**config.mk**
```make
export PLATFORM = sky130hd
export DESIGN_NAME = prio_enc_rr_flat
export DESIGN_NICKNAME = d
export VERILOG_FILES = /design/src/rtl/enc_pkg.sv /design/src/rtl/prio_enc_rr_if.sv /design/src/rtl/prio_find.sv /design/src/rtl/prio_enc_rr.sv /design/src/flat_wrapper.sv
export SDC_FILE = /design/constraint.sdc
export NUM_CORES = 1
export LEC_CHECK = 0
export ABC_AREA = 1
export BUFFER_PORTS_ARGS = -buffer_cell sky130_fd_sc_hd__buf_2
export CAP_MARGIN = 20
export CORE_MARGIN = 4
export CORE_UTILIZATION = 47
export CTS_BUF_LIST = sky130_fd_sc_hd__clkbuf_8
export CTS_CLUSTER_SIZE = 16
export DETAILED_ROUTE_END_ITERATION = 16
export PLACE_DENSITY = 0.78
export SLEW_MARGIN = 30
export SYNTH_ARGS = -nofsm -noshare
export SYNTH_HDL_FRONTEND = slang
export SYNTH_SLANG_ARGS = --single-unit
```
**constraint.sdc**
```tcl
create_clock -name clk -period 1.27 [get_ports clk]
set_input_delay 0.254 -clock clk [delete_from_list [all_inputs] [get_ports clk]]
set_output_delay 0.254 -clock clk [all_outputs]
set_load 0.02 [all_outputs]
```
**src/rtl/enc_pkg.sv**
```systemverilog
// Shared definitions for the request encoder family.
// Provides mode encodings and the index-width helper used to size
// index and pointer ports from the request count.
package enc_pkg;

  localparam logic MODE_FIXED = 1'b0;
  localparam logic MODE_RR    = 1'b1;

  // Index width for an n-line encoder. This is ceil(log2(n)), kept at a
  // minimum of one bit so that degenerate sizes still get a legal vector.
  function automatic int enc_width(input int n);
    return (n < 2) ? 1 : $clog2(n);
  endfunction

endpackage

```
**src/rtl/prio_enc_rr_if.sv**
```systemverilog
// Output handshake bundle of prio_enc_rr.
//   idx   : encoded index of the captured request
//   valid : idx holds an unconsumed result
//   ready : consumer accepts idx when valid && ready
//   multi : more than one request bit was set at capture
// The master modport is the encoder; the slave modport is the consumer.
interface prio_enc_rr_if
  import enc_pkg::*;
#(
  parameter int N = 8
);
  localparam int W = enc_width(N);

  logic [W-1:0] idx;
  logic         valid;
  logic         ready;
  logic         multi;

  modport master (output idx, output valid, output multi, input ready);
  modport slave  (input idx, input valid, input multi, output ready);

endinterface

```
**src/rtl/prio_find.sv**
```systemverilog
// Combinational lowest-set-bit search with a movable base and wrap-around.
//   vec   : candidate bits
//   base  : search starts at this position
//   found : at least one bit of vec is set
//   pos   : lowest set position >= base; if there is none, the lowest set
//           position overall. pos is 0 when found is 0.
// A base of 0 degenerates to plain fixed priority, so a single instance
// serves both selection modes.
module prio_find
  import enc_pkg::*;
#(
  parameter  int N = 8,
  localparam int W = enc_width(N)
) (
  input  logic [N-1:0] vec,
  input  logic [W-1:0] base,
  output logic         found,
  output logic [W-1:0] pos
);

  logic         hit_hi;
  logic [W-1:0] pos_hi;
  logic [W-1:0] pos_lo;

  // Walking from the top down means the last match written is the lowest.
  always_comb begin
    hit_hi = 1'b0;
    pos_hi = '0;
    pos_lo = '0;
    for (int i = N - 1; i >= 0; i--) begin
      if (vec[i]) begin
        pos_lo = W'(i);
        if (i >= int'(base)) begin
          hit_hi = 1'b1;
          pos_hi = W'(i);
        end
      end
    end
    found = |vec;
    pos   = hit_hi ? pos_hi : pos_lo;
  end

endmodule

```
**src/rtl/prio_enc_rr.sv**
```systemverilog
// Registered N-to-log2(N) request encoder with fixed-priority or
// round-robin selection and a valid/ready output handshake.
//   clk   : system clock, rising edge
//   rst_n : asynchronous active-low reset
//   en    : enable; 0 blocks new captures but keeps a held result
//   mode  : MODE_FIXED (lowest index wins) or MODE_RR (round-robin)
//   req   : request vector, sampled every cycle
//   ptr   : round-robin base pointer, exported for visibility
//   bus   : idx / valid / multi out, ready in
module prio_enc_rr
  import enc_pkg::*;
#(
  parameter  int N = 8,
  localparam int W = enc_width(N)
) (
  input  logic                clk,
  input  logic                rst_n,
  input  logic                en,
  input  logic                mode,
  input  logic [N-1:0]        req,
  output logic [W-1:0]        ptr,
  prio_enc_rr_if.master       bus
);

  localparam logic [W-1:0] LAST_IDX = W'(N - 1);
  localparam logic [N-1:0] ONE_N    = N'(1);

  logic         acc;
  logic         ld;
  logic         found;
  logic [W-1:0] sel;
  logic [W-1:0] base;
  logic         multi_now;

  assign acc = bus.valid && bus.ready;
  assign ld  = en && (req != '0) && (!bus.valid || bus.ready);

  // Selection always uses the pointer as it stands before this edge, even
  // when the same edge also accepts a result and advances the pointer.
  assign base = (mode == MODE_RR) ? ptr : '0;

  prio_find #(.N(N)) u_find (
    .vec   (req),
    .base  (base),
    .found (found),
    .pos   (sel)
  );

  // Clearing the lowest set bit leaves something only if two or more were set.
  assign multi_now = |(req & (req - ONE_N));

  always_ff @(posedge clk or negedge rst_n) begin
    if (!rst_n) begin
      bus.idx   <= '0;
      bus.valid <= 1'b0;
      bus.multi <= 1'b0;
    end else if (ld && found) begin
      bus.idx   <= sel;
      bus.valid <= 1'b1;
      bus.multi <= multi_now;
    end else if (acc) begin
      bus.valid <= 1'b0;
    end
  end

  // The pointer follows the index that was handed over, wrapping at N-1
  // so that non-power-of-two sizes never point past the last line.
  always_ff @(posedge clk or negedge rst_n) begin
    if (!rst_n) begin
      ptr <= '0;
    end else if (acc && (mode == MODE_RR)) begin
      ptr <= (bus.idx == LAST_IDX) ? '0 : bus.idx + W'(1);
    end
  end

endmodule

```
**src/flat_wrapper.sv**
```systemverilog
// flat-port wrapper written by rule: the top's interface ports become plain ports
module prio_enc_rr_flat import enc_pkg::*;
#(
  parameter  int N = 8,
  localparam int W = enc_width(N)
)
  (clk, rst_n, en, mode, req, ptr, bus_idx, bus_valid, bus_multi, bus_ready);
  prio_enc_rr_if #(.N(N)) bus_i ();
  input  logic clk;
  input  logic rst_n;
  input  logic en;
  input  logic mode;
  input  logic [N-1:0] req;
  output logic [W-1:0] ptr;
  output wire logic [$bits(bus_i.idx)-1:0] bus_idx;
  output wire logic [$bits(bus_i.valid)-1:0] bus_valid;
  output wire logic [$bits(bus_i.multi)-1:0] bus_multi;
  input wire logic [$bits(bus_i.ready)-1:0] bus_ready;
  assign bus_idx = bus_i.idx;
  assign bus_valid = bus_i.valid;
  assign bus_multi = bus_i.multi;
  assign bus_i.ready = bus_ready;
  prio_enc_rr #(.N(N)) u_core (.clk(clk), .rst_n(rst_n), .en(en), .mode(mode), .req(req), .ptr(ptr), .bus(bus_i));
endmodule
```
== Word level (Yosys, flattened, before mapping) ==
Cells that the tools add are included.

* Flip-flop bits (word level): 8
* Input bits: 13
* Output and inout port bits: 8

* Add/sub/neg operators: 2
* $lt $le $gt $ge: 7
* Equal/unequal tests: 1
* Muxes and demuxes: 42
* Bitwise operators: 1
* Reduce and logical (&&, ||, !) cells: 11

{| class="wikitable"
|+ Operators with widths
! cell !! number
|-
| two-way mux 3 bit || 25
|-
| two-way mux 1 bit || 17
|-
| OR reduction 8 bit || 2
|-
| greater-or-equal comparator 3 bit, first input constant || 3
|-
| bitwise AND 8 bit || 1
|-
| nonzero test 8 bit || 1
|-
| subtractor 8 x 1 -> 8 bit, second input constant || 1
|-
| greater-or-equal comparator 1 x 3 -> 1 bit, first input constant || 2
|-
| greater-or-equal comparator 2 x 3 -> 1 bit, first input constant || 2
|-
| logical AND 1 bit || 5
|-
| adder 3 x 1 -> 3 bit, second input constant || 1
|-
| equality test 3 bit, second input constant || 1
|-
| nonzero test 2 bit || 1
|-
| logical NOT 1 bit || 1
|-
| logical OR 1 bit || 1
|}

== Longest topological paths before layout ==
Gate-level depths: netlist (run 1).

* Word-level depth: 17
* Depth in mapped cells: 10
* Mapped depth without buffers: 10

== Modules after synthesis ==
From an unflattened synthesis (run 1), not the netlist that was laid out.

* Cells, all modules: 130
* Area, all modules: 764.5 um2

{| class="wikitable"
|+ By module, submodules not included
! module !! times used !! cells an instance !! area each (um2) !! seq. area each (um2)
|-
| prio_enc_rr || 1 || 72 || 498.0 || 200.2
|-
| prio_find || 1 || 58 || 266.5 || 0.0
|}

== Worst setup path after synthesis (run 1) ==
Ideal clock, no wire load.

* Kind: register to register
* From: register u_core.ptr[1]
* To: register u_core.bus.idx[1]
* Library setup time: 73 ps
* Arrival time: 1353 ps
* Setup slack: -156 ps
* Cell stages (with the launch flop): 9
* Path buffers: 0
* Period minus slack after synthesis: 1426 ps
* Cells stage by stage: dfrtp_1 -> nand2_1 -> o21ai_2 -> nand2_2 -> nor2_4 -> nand2_1 -> o21ai_2 -> inv_1 -> a21oi_2

* Longest elaborated chain between the ends: 17
* Elaborated cells between the ends (all ways): 37

{| class="wikitable"
|+ Ends and longest elaborated chain
! item !! line !! text
|-
| start: declaration || prio_enc_rr.sv:21 || <nowiki>output logic [W-1:0] ptr,</nowiki>
|-
| start signal: assignment || prio_enc_rr.sv:72 || <nowiki>ptr <= (bus.idx == LAST_IDX) ? '0 : bus.idx + W'(1);</nowiki>
|-
| two-way mux 3 bit (*) || prio_enc_rr.sv:40 || <nowiki>assign base = (mode == MODE_RR) ? ptr : '0;</nowiki>
|-
| greater-or-equal comparator 3 bit || prio_find.sv:33 || <nowiki>if (i >= int'(base)) begin</nowiki>
|-
| two-way mux 3 bit or two-way mux 1 bit (tied branches) || prio_find.sv:33 ||
|-
| two-way mux 3 bit or two-way mux 1 bit (tied branches) || prio_find.sv:31 || <nowiki>if (vec[i]) begin</nowiki>
|-
| two-way mux 3 bit or two-way mux 1 bit (tied branches) || prio_find.sv:33 ||
|-
| two-way mux 3 bit or two-way mux 1 bit (tied branches) || prio_find.sv:31 ||
|-
| two-way mux 3 bit or two-way mux 1 bit (tied branches) || prio_find.sv:33 ||
|-
| two-way mux 3 bit or two-way mux 1 bit (tied branches) || prio_find.sv:31 ||
|-
| two-way mux 3 bit or two-way mux 1 bit (tied branches) || prio_find.sv:33 ||
|-
| two-way mux 3 bit or two-way mux 1 bit (tied branches) || prio_find.sv:31 ||
|-
| two-way mux 3 bit or two-way mux 1 bit (tied branches) || prio_find.sv:33 ||
|-
| two-way mux 3 bit or two-way mux 1 bit (tied branches) || prio_find.sv:31 ||
|-
| two-way mux 3 bit or two-way mux 1 bit (tied branches) || prio_find.sv:33 ||
|-
| two-way mux 3 bit or two-way mux 1 bit (tied branches) || prio_find.sv:31 ||
|-
| two-way mux 3 bit or two-way mux 1 bit (tied branches) || prio_find.sv:33 ||
|-
| two-way mux 3 bit or two-way mux 1 bit (tied branches) || prio_find.sv:31 ||
|-
| two-way mux 3 bit (*) || prio_find.sv:40 || <nowiki>pos = hit_hi ? pos_hi : pos_lo;</nowiki>
|-
| end signal: assignment || prio_enc_rr.sv:58 || <nowiki>bus.idx <= sel;</nowiki>
|-
| end: declaration || prio_enc_rr_if.sv:19 || <nowiki>modport master (output idx, output valid, output multi, input ready);</nowiki>
|}

Mark *: on every way between the ends. The rest lies on a longest branch, timed or not.
A chain may end at the register's enable or synchronous reset.

== Final worst setup path (run 1) ==
* From: register u_core.ptr[1]
* To: register u_core.bus.idx[0]

The elaborated chain is that of the path after synthesis.

==> results of run 1 <==
-- critical path: cells and delay by family (launching register included) --
family           cells  cell delay [ns]
AO/OA/AOI/OAI        2             0.32
flip-flops           1             0.41
AND/OR/NAND/NOR      6             0.57
-- layer usage --
layer / GRT usage, % / vias to the layer above
met5: 0 / -
met4: 13.1 / 0
met3: 7.91 / 20
li1: - / 435
met1: 28.2 / 420
met2: 39.0 / 52
-- cell usage after synthesis --
master,n
nor2_4,1
dfrtp_1,8
nand2_2,3
o21ai_2,3
nand2_1,37
a41oi_1,1
nor2_1,14
nor3_4,1
nand3_1,6
a211oi_1,1
a21oi_2,2
o21bai_1,1
nand3_2,1
o21ai_0,4
nor2_2,1
inv_1,12
nand4_1,1
a21oi_1,3
o31ai_1,2
ha_1,2
-- stage by stage --
step | hold slack, ns | area, um^2
final | 0.244 | 1100
after global routing | 0.276 | 1100
after CTS | 0.241 | 1040
after detailed placement | 0.119 | 961
after global placement | 0.102 | 961
after floorplan | -0.0416 | 714
-- repair_timing --
item | CTS | global route
hold buffers | 1 | 0
resized for setup | 6 | 6
setup endpoints to repair | 2 | 3
pin swaps | 1 | 4
setup buffers | 1 | 5
endpoints found under the hold margin | 8 | 0
-- where the power goes --
part | switching [uW] | internal, uW | total [uW] | leakage (uW)
Clock | 120 | 211 | 331 | 0.0000269
Sequential | 97.6 | 335 | 433 | 0.0000906
Combinational | 467 | 333 | 800 | 0.000482
-- area by class of cell --
class / count / area, um^2 / share of cell area, %
Sequential cell: 8 / 204 / 18.5
Inverter: 12 / 45.0 / 4.08
Clock buffer: 3 / 41.3 / 3.74
Timing Repair Buffer: 44 / 283 / 25.6
Clock inverter: 1 / 3.75 / 0.340
Multi-Input combinational cell: 84 / 508 / 46.0
Tap cell: 15 / 18.8 / 1.70
-- kinds of logic (layout without fill, tap and decap cells) --
kind of cell             after synthesis  after routing  synth area share (%)
flip-flops                             8              8                  29.5
AO/OA/AOI/OAI                         17             17                  17.3
AND/OR/NAND/NOR                       65             65                  42.8
adder cells (fa/ha/maj)                2              2                  3.69
buffers and inverters                 12             60                  6.64
-- sequential cells by signal (all words and copies together), names as in the netlist --
| signal | flops |
|---|---|
| u_core.bus.multi | 1 |
| u_core.bus.idx | 3 |
| u_core.ptr | 3 |
| u_core.bus.valid | 1 |
-- how the worst min path moves through the flow --
stage	startpoint	endpoint	slack [ns]	depth (start not counted)
4_1_cts	bus_ready	u_core.bus.valid$_DFFE_PN0P_	0.24	2
3_5_place_dp	rst_n	u_core.bus.idx[2]$_DFFE_PN0P_	0.12	1
5_1_grt	bus_ready	u_core.bus.valid$_DFFE_PN0P_	0.28	2
6_report	bus_ready	u_core.bus.valid$_DFFE_PN0P_	0.24	2
3_3_place_gp	rst_n	u_core.bus.valid$_DFFE_PN0P_	0.10	1
2_1_floorplan	rst_n	u_core.bus.idx[0]$_DFFE_PN0P_	-0.04	0
==> results.toml, run 1 <==
[status]
status = "finished, violations left"
violations = "negative setup slack"

[synthesis]
yosysTopAreaCellShare_pct = 29.5
synth_warnings = 0
synth_fp_nets = 119
syn_inst = 104
synth.area.top_cells = "dfrtp_1, nand2_1, nor2_1"
synth_area_um2 = 678
ys_ff_latch = 8
avgSynthCellArea_um2 = 6.52
synth_cell_type_count = 20
yosysSeqAreaShare_pct = 29.5
synth_top_area_cell = "dfrtp_1"

[sta]
tns_ns = -0.186
clock.fmax_ghz = 0.731
min_period_ns = 1.37
worst_slack_ns = -0.0976
post-route-period-util_pct = 108
finClkSkew_ns = 0.00428
rsz0062_at_grt = "true"
hold_viol_final = 0
maxSlewHeadroom_pct = 82.1
maxSlewViolCount = 0
setup_viol = 2
worst_pin_slew_ns = 0.266

[global_routing]
antenna_found_initial = 0
grt_pass1_wl_um = 3600
gr-total-overflow = 0
grt_max_degree = 9
grt_util_all_layers_pct = 24.3
grt_pass1_vias = 870

[detailed_routing]
routed.top_layer = "met4"
wl_met1_um = 964
wl_met2_um = 1150
vias_per_cell = 5.55
wl_met3_um = 173
dr.pass1.iters = 5
drc_errors = 0
drt-initial-drc-count = 32
via_count = 927
ant_nets = 0
postRouteWirelength_um = 2400
wl_per_cell_um = 14.4

[finish]
area_delta_synth_final_pct = 62.7
utilization_pct = 82.7
drive_gt1_share_pct = 48.7
finalNetCount = 168
n_fill_cell = 81
final_cells = 167
final_cell_mix = "nand2_1, buf_4, buf_2"
final_common_cell = "nand2_1"
num_antenna_cells = 0

[critical_path]
crit_slowest_cell = "dfrtp_2"
critical_path_required_ns = 1.43
path_common_cell = "nand2_2"
rrSetupSlack_ns = -0.1
cp_max_fo = 4
rr_endpoint = "u_core.bus.idx[0]$_DFFE_PN0P_"
cp-start-kind = "register"
regToRegStartpoint = "u_core.ptr[1]$_DFFE_PN0P_"
path_cells = "nand2_4 > o21ai_4 > nand2_2 > nor2_4 > nand2_2 > nor2_2 > nor2_1 > a21oi_2"
reg2regPathDepth = 8
cp-end-kind = "register"
critPathKind = "register to register"
cp-startpoint = "u_core.ptr[1]$_DFFE_PN0P_"
endpoint = "u_core.bus.idx[0]$_DFFE_PN0P_"
arrival_ns = 1.53
critPathMaxStageDelay_ns = 0.41

[clock_tree]
cts_buffers = 3
cts.sinks = 8
insertion_delay_ns = 0.24
path_clk_slew_ns = 0.05
h-tree-depth = 1
cts_tree = "done"
cts_root_buf = "clkbuf_8"
clockBufferDepth = 2

[floorplanning]
core_um2 = 1330
boundaryPins = 21
fp.dieH_um = 46.0
dieArea_um2 = 2110
std_cell_rows = 13
die_w_um = 46.0
start_util_pct = 50.8

[flow_run]
maxCapViolCount = 0

[pwr]
p_leak_uw = 0.000600
p_total_uw = 1560
pwr_density_cell_nw_per_um2 = 1420
irDropWorstVdd_uv = 935

[place]
numPlacedInstances = 156
dp_hpwl_um = 1650
pre_cts_ws_ns = -0.0908
io_buffers = 20
place.gp.congestion = 0.945

[worst_hold_path]
hp-class = "input pin to register"
(Power assumes the default switching activity.)
==> run 2: changes to the inputs <==
- CORE_UTILIZATION: 47 -> 52
- PLACE_DENSITY: 0.78 -> 0.82
- RECOVER_POWER: unset -> 100
- clock period: 1.27 -> 1.3 ns (I/O delays scaled with it)
==> run 2 against run 1 <==
  * The run still ends with negative setup slack left
  * Global-route usage up 0.22 points
  * Hold slack better by 0.022 ns
  * Flip-flop and latch count unchanged
  * Register-to-register slack better by 0.03 ns
  * Final area down 9.2%
  * Via count down 9.6%
  * Routed wire length down 7.5%
  * Setup slack better by 0.029 ns
  * Critical endpoint unchanged
  * Largest power group unchanged
==> results.toml, run 2 (synthesized netlist as in run 1, its figures left out) <==
[critical_path]
cp-start-kind = "register"
cp_max_fo = 6
reg2regPathDepth = 8
crit_slowest_cell = "dfrtp_2"
critPathMaxStageDelay_ns = 0.39
critPathKind = "register to register"
cp-end-kind = "register"
rrSetupSlack_ns = -0.07
critical_path_required_ns = 1.47
rr_endpoint = "u_core.bus.idx[0]$_DFFE_PN0P_"
arrival_ns = 1.53
path_cells = "nand2_4 > o21ai_4 > nand2_2 > nor2_4 > nand2_2 > nor2_1 > nor2_1 > a21oi_2"
regToRegStartpoint = "u_core.ptr[2]$_DFFE_PN0P_"

[global_routing]
grt_max_degree = 9
gr-total-overflow = 0
grt_util_all_layers_pct = 24.5
antenna_found_initial = 0
grt_pass1_vias = 793
grt_pass1_wl_um = 3570

[place]
dp_hpwl_um = 1500
place.gp.congestion = 0.899
placed_cell_area_um2 = 907
numPlacedInstances = 149
io_buffers = 20

[worst_hold_path]
min_to = "u_core.bus.valid$_DFFE_PN0P_"
min_path_cells = 2
hold_start = "bus_ready"
hp-class = "input pin to register"

[detailed_routing]
vias_per_cell = 5.37
drt-initial-drc-count = 50
postRouteWirelength_um = 2220
ant_nets = 0
drc_errors = 0
wl_per_cell_um = 14.2
dr.pass1.iters = 4
via_count = 838

[clock_tree]
cts_root_buf = "clkbuf_8"
path_clk_slew_ns = 0.05
cts_tree = "done"
h-tree-depth = 1
cts.sinks = 8
cts_buffers = 3
clockBufferDepth = 2
insertion_delay_ns = 0.23

[finish]
utilization_pct = 85.6
reg_top3 = "u_core.bus.idx x3, u_core.ptr x3"
final_cells = 156
final_common_cell = "nand2_1"
finalNetCount = 158
multi_input_area_um2 = 493
num_antenna_cells = 0
ff_latch_area_um2 = 204
drive_gt1_share_pct = 36.6
design_area_um2 = 1000
n_fill_cell = 65
final_cell_mix = "nand2_1, nor2_1, inv_1, buf_2, buf_4"
area_delta_synth_final_pct = 47.8

[flow_run]
maxCapViolCount = 0

[floorplanning]
start_util_pct = 57.9
boundaryPins = 21
std_cell_rows = 12
fp.dieH_um = 44.1
dieArea_um2 = 1950
core_um2 = 1170
die_w_um = 44.1

[sta]
min_period_ns = 1.37
hold_viol_final = 0
worst_slack_ns = -0.0683
finClkSkew_ns = 0.00943
post-route-period-util_pct = 105
setup_viol = 2
maxSlewViolCount = 0
tns_ns = -0.103
worst_pin_slew_ns = 0.449
rsz0062_at_grt = "true"
clock.fmax_ghz = 0.731
maxSlewHeadroom_pct = 70.0

[status]
status = "finished, violations left"
violations = "negative setup slack"

[pwr]
p_leak_uw = 0.000537
pwr_density_cell_nw_per_um2 = 1440
irDropWorstVdd_uv = 1240
## run 2: stage by stage
stage               hold WS [ns]  setup WS (ns)  power, uW
floorplan                -0.0356       0.000355        794
global placement           0.106        -0.0203       1020
detailed placement         0.110        -0.0951       1040
CTS                        0.253        -0.0353       1410
global route               0.283         -0.176       1540
finish                     0.265        -0.0683       1440
## run 2: final cells by class
| type | instances | area share [%] |
|---|---|---|
| multi-input cells | 84 | 49.2 |
| flip-flops and latches | 8 | 20.3 |
| repair buffers | 34 | 19.7 |
| inverters | 12 | 4.49 |
| clock buffers | 3 | 4.12 |
| well taps | 14 | 1.75 |
| clock inverters | 1 | 0.375 |
## run 2: worst max-delay path, delay by kind of cell (launching register included)
| kind | cells | cell delay, ns |
|---|---|---|
| compound gates | 2 | 0.31 |
| simple gates | 6 | 0.60 |
| flops | 1 | 0.39 |
## run 2: how the worst max path moves through the flow
stage                               from                             to  slack (ns)  cells past startpoint
2_1_floorplan  u_core.ptr[1]$_DFFE_PN0P_  u_core.bus.idx[1]$_DFFE_PN0P_      0.0004                      9
3_3_place_gp   u_core.ptr[2]$_DFFE_PN0P_  u_core.bus.idx[1]$_DFFE_PN0P_       -0.02                      7
3_5_place_dp                        mode  u_core.bus.idx[1]$_DFFE_PN0P_        -0.1                     11
4_1_cts        u_core.ptr[2]$_DFFE_PN0P_  u_core.bus.idx[1]$_DFFE_PN0P_       -0.04                      7
5_1_grt        u_core.ptr[2]$_DFFE_PN0P_  u_core.bus.idx[0]$_DFFE_PN0P_       -0.18                      8
6_report       u_core.ptr[2]$_DFFE_PN0P_  u_core.bus.idx[0]$_DFFE_PN0P_       -0.07                      8
## run 2: report_power, final
part	leakage, uW	internal [uW]	switching (uW)
logic	0.000420	278	439
clock network	0.0000269	205	106
registers	0.0000906	328	84.8
total	0.000537	811	630
## run 2: timing repair
action,in CTS,in global routing
setup buffers,1,1
hold endpoints to repair,8,0
resized for setup,4,4
pin swaps,1,3
setup endpoints to repair,2,4
hold buffers,1,0
## run 2: per-layer routing
metal  vias up  track usage, %  routed length (um)  share of wire (%)
li1        411               -                   -                  -
met4         0            3.61                  31                1.4
met1       390            30.8                 895                 40
met5         -               0                   0                  0
met3         4            4.88                 125                5.6
met2        33            43.9                1160                 52
==> run 3: changes to the inputs <==
- SETUP_SLACK_MARGIN: unset -> 0.2
==> run 3 against run 2 <==
  * Synthesized cell count unchanged
  * The run now fails in global routing (5_1_grt)
  * Synthesized area unchanged
==> results.toml, run 3 <==
[place]
io_buffers = 20
pre_cts_ws_ns = -0.0952
place.gp.congestion = 0.907
dp_hpwl_um = 1790

[synthesis]
synth_top_family_by_area = "simple AND/OR/NAND/NOR gates"
synth_flop_cell = "dfrtp_1"
avgSynthCellArea_um2 = 6.52
synth_most_common_cell = "nand2_1"
yosysSeqAreaShare_pct = 29.5
yosysTopAreaCellShare_pct = 29.5
yosys.area_share.simple_pct = 42.8
synth_cell_type_count = 20
synthMuxAreaShare_pct = 0
ys_ff_latch = 8
synth_area_um2 = 678
synth_compound_area_share_pct = 17.3
syn_inst = 104
synth_edf_count = 0
synth_fp_nets = 119
async_flop_share_pct = 100
synth_xor_xnor_area_share_pct = 0
synthAdderAreaFrac_pct = 3.69
synth.area.top_cells = "dfrtp_1, nand2_1, nor2_1"
synth_warnings = 0
synthTopCellsByCount = "nand2_1, nor2_1, inv_1"
synth_top_area_cell = "dfrtp_1"

[sta]
worst-ep-kind = "sequential cell input"
crit_endpoint = "u_core.bus.idx[1]$_DFFE_PN0P_/D"

[floorplanning]
std_cell_rows = 12
boundaryPins = 21
start_util_pct = 57.9
fp.dieH_um = 44.1
die_w_um = 44.1

[global_routing]
grt_max_degree = 9

[status]
status = "did not finish"
stop_stage = "global routing (5_1_grt)"
error_message = "[ERROR DPL-0038] Utilization greater than 100%, impossible to legalize"

[clock_tree]
h-tree-depth = 1
cts_buffers = 3
clockBufferDepth = 2
cts.sinks = 8
cts_root_buf = "clkbuf_8"
[run 3: what timing repair did]
| item | CTS |
|---|---|
| pin swaps | 6 |
| endpoints found under the hold margin | 8 |
| resized for setup | 18 |
| buffers inserted | 6 |
| hold buffers | 1 |
| endpoints found under the setup margin | 10 |
[run 3: logic make-up after synthesis]
logic type,after synthesis
flip-flops,8
AND/OR/NAND/NOR,65
AO/OA/AOI/OAI,17
adder cells (fa/ha/maj),2
buffers and inverters,12
[run 3: metrics by stage]
step	util (%)	hold slack, ns	area [um^2]	std cells
3_3_place_gp	82.2	0.108	962	155
4_1_cts	95.8	0.288	1120	166
2_1_floorplan	-	-0.0356	717	104
3_5_place_dp	82.2	0.113	962	155
==> run 4: changes to the inputs <==
- CORE_AREA: unset -> 4 4 65 67
- CORE_MARGIN: 4 -> unset
- CORE_UTILIZATION: 52 -> unset
- CTS_BUF_LIST: sky130_fd_sc_hd__clkbuf_8 -> unset
- CTS_CLUSTER_SIZE: 16 -> unset
- DIE_AREA: unset -> 0 0 69 71
- PLACE_DENSITY: 0.82 -> unset
- PLACE_DENSITY_LB_ADDON: unset -> 0.15
- SETUP_SLACK_MARGIN: 0.2 -> unset
==> run 4 against run 3 <==
  * The run now ends clean
==> results.toml, run 4 (synthesized netlist as in run 1, its figures left out) <==
[sta]
min_period_ns = 1.29
rsz0062_at_grt = "true"
hold_viol_final = 0
maxSlewViolCount = 0
finClkSkew_ns = 0.00499
setup_viol = 0
post-route-period-util_pct = 99.0
maxSlewHeadroom_pct = 70.7
worst_pin_slew_ns = 0.439
clock.fmax_ghz = 0.777

[pwr]
p_leak_uw = 0.000575
p_total_uw = 1450
irDropWorstVdd_uv = 345
pwr_density_cell_nw_per_um2 = 1310

[detailed_routing]
dr.pass1.iters = 4
drc_errors = 0
via_count = 800
postRouteWirelength_um = 2050
drt-initial-drc-count = 30
vias_per_cell = 4.02
ant_nets = 0
wl_per_cell_um = 10.3

[finish]
area_delta_synth_final_pct = 62.9
design_area_um2 = 1100
multi_input_area_um2 = 483
drive_gt1_share_pct = 41.1
utilization_pct = 30.4
n_fill_cell = 425
final_common_cell = "nand2_1"
num_antenna_cells = 0
reg_top3 = "u_core.bus.idx x3, u_core.ptr x3"
ff_latch_area_um2 = 204
final_cell_mix = "nand2_1, buf_4, nor2_1, buf_2, inv_1"
finalNetCount = 167

[critical_path]
critPathKind = "register to register"
regToRegStartpoint = "u_core.ptr[1]$_DFFE_PN0P_"
rr_endpoint = "u_core.bus.idx[1]$_DFFE_PN0P_"
arrival_ns = 1.44
cp-startpoint = "u_core.ptr[1]$_DFFE_PN0P_"
reg2regPathDepth = 10
rrSetupSlack_ns = 0.01
cp_max_fo = 4
cp-end-kind = "register"
endpoint = "u_core.bus.idx[1]$_DFFE_PN0P_"
critical_path_required_ns = 1.45
cp-start-kind = "register"

[place]
place.gp.congestion = 0.774
io_buffers = 20
dp_hpwl_um = 1770
placed_cell_area_um2 = 1020

[global_routing]
gr-total-overflow = 0
grt_max_degree = 9
antenna_found_initial = 0
grt_pass1_wl_um = 3440
grt_pass1_vias = 793
grt_util_all_layers_pct = 8.62

[clock_tree]
h-tree-depth = 1
insertion_delay_ns = 0.23
cts.sinks = 8
cts_buffers = 3
clockBufferDepth = 2
cts_root_buf = "clkbuf_8"
path_clk_slew_ns = 0.04
cts_tree = "done"

[floorplanning]
fp.dieH_um = 71
std_cell_rows = 22
boundaryPins = 21
die_w_um = 69
core_um2 = 3630
start_util_pct = 18.7
dieArea_um2 = 4900

[flow_run]
maxCapViolCount = 0

[worst_hold_path]
hp-class = "input pin to register"

[status]
status = "complete, no violations"
-- run 4: final cells by class --
class	instances	share of cell area [%]
timing repair buffer	43	24.2
inverter	12	4.08
tap	48	5.44
multi-input combinational	84	43.7
sequential	8	18.5
clock buffer	4	4.08
-- run 4: power breakdown --
part	leakage, uW	total [uW]	internal [uW]	switching (uW)
Combinational	0.000461	720	305	415
Clock	0.0000228	311	213	98.3
Sequential	0.0000906	415	328	86.8
-- run 4: per-layer routing --
| metal | vias to the layer above | share of wire [%] | track usage (%) | wire, um |
|---|---|---|---|---|
| li1 | 430 | - | - | - |
| met1 | 356 | 45 | 10.3 | 921 |
| met2 | 12 | 50 | 15.0 | 1030 |
| met3 | 2 | 3.9 | 2.27 | 79 |
| met4 | 0 | 0.78 | 2.60 | 16 |
| met5 | - | 0 | 0 | 0 |
-- run 4: repair_timing --
action                                  CTS  global route
pin swaps                                12             2
gates resized for setup                   8             0
endpoints found under the hold margin     8             0
setup buffers                             2             0
hold buffers                              1             0
endpoints found under the setup margin    2             3
-- run 4: worst max-delay path: stages (launching register included) --
cell	delay, ns
dfrtp_2	0.40
nand2_4	0.08
inv_2	0.06
nand2_2	0.04
nand3_2	0.07
nand2_2	0.07
nor2_4	0.14
nand2_2	0.08
o21ai_2	0.12
inv_1	0.05
a21oi_2	0.10
-- run 4: worst min path at each step --
stage	start	slack (ns)	cells past startpoint	endpoint
2_1_floorplan	rst_n	-0.04	0	u_core.bus.idx[0]$_DFFE_PN0P_
3_3_place_gp	rst_n	0.12	1	u_core.bus.valid$_DFFE_PN0P_
3_5_place_dp	rst_n	0.12	1	u_core.bus.valid$_DFFE_PN0P_
4_1_cts	bus_ready	0.25	2	u_core.bus.valid$_DFFE_PN0P_
5_1_grt	bus_ready	0.27	2	u_core.bus.valid$_DFFE_PN0P_
6_report	bus_ready	0.26	2	u_core.bus.valid$_DFFE_PN0P_
-- run 4: through the flow --
step | setup slack [ns] | hold slack (ns) | setup TNS, ns | instances
final | 0.0126 | 0.255 | 0 | 199
after global routing | -0.0991 | 0.267 | -0.199 | 199
after CTS | -0.00246 | 0.253 | -0.00246 | 199
after detailed placement | -0.0509 | 0.116 | -0.0785 | 192
after global placement | -0.0533 | 0.116 | -0.0828 | 192
after floorplan | 0.000355 | -0.0356 | 0 | 104
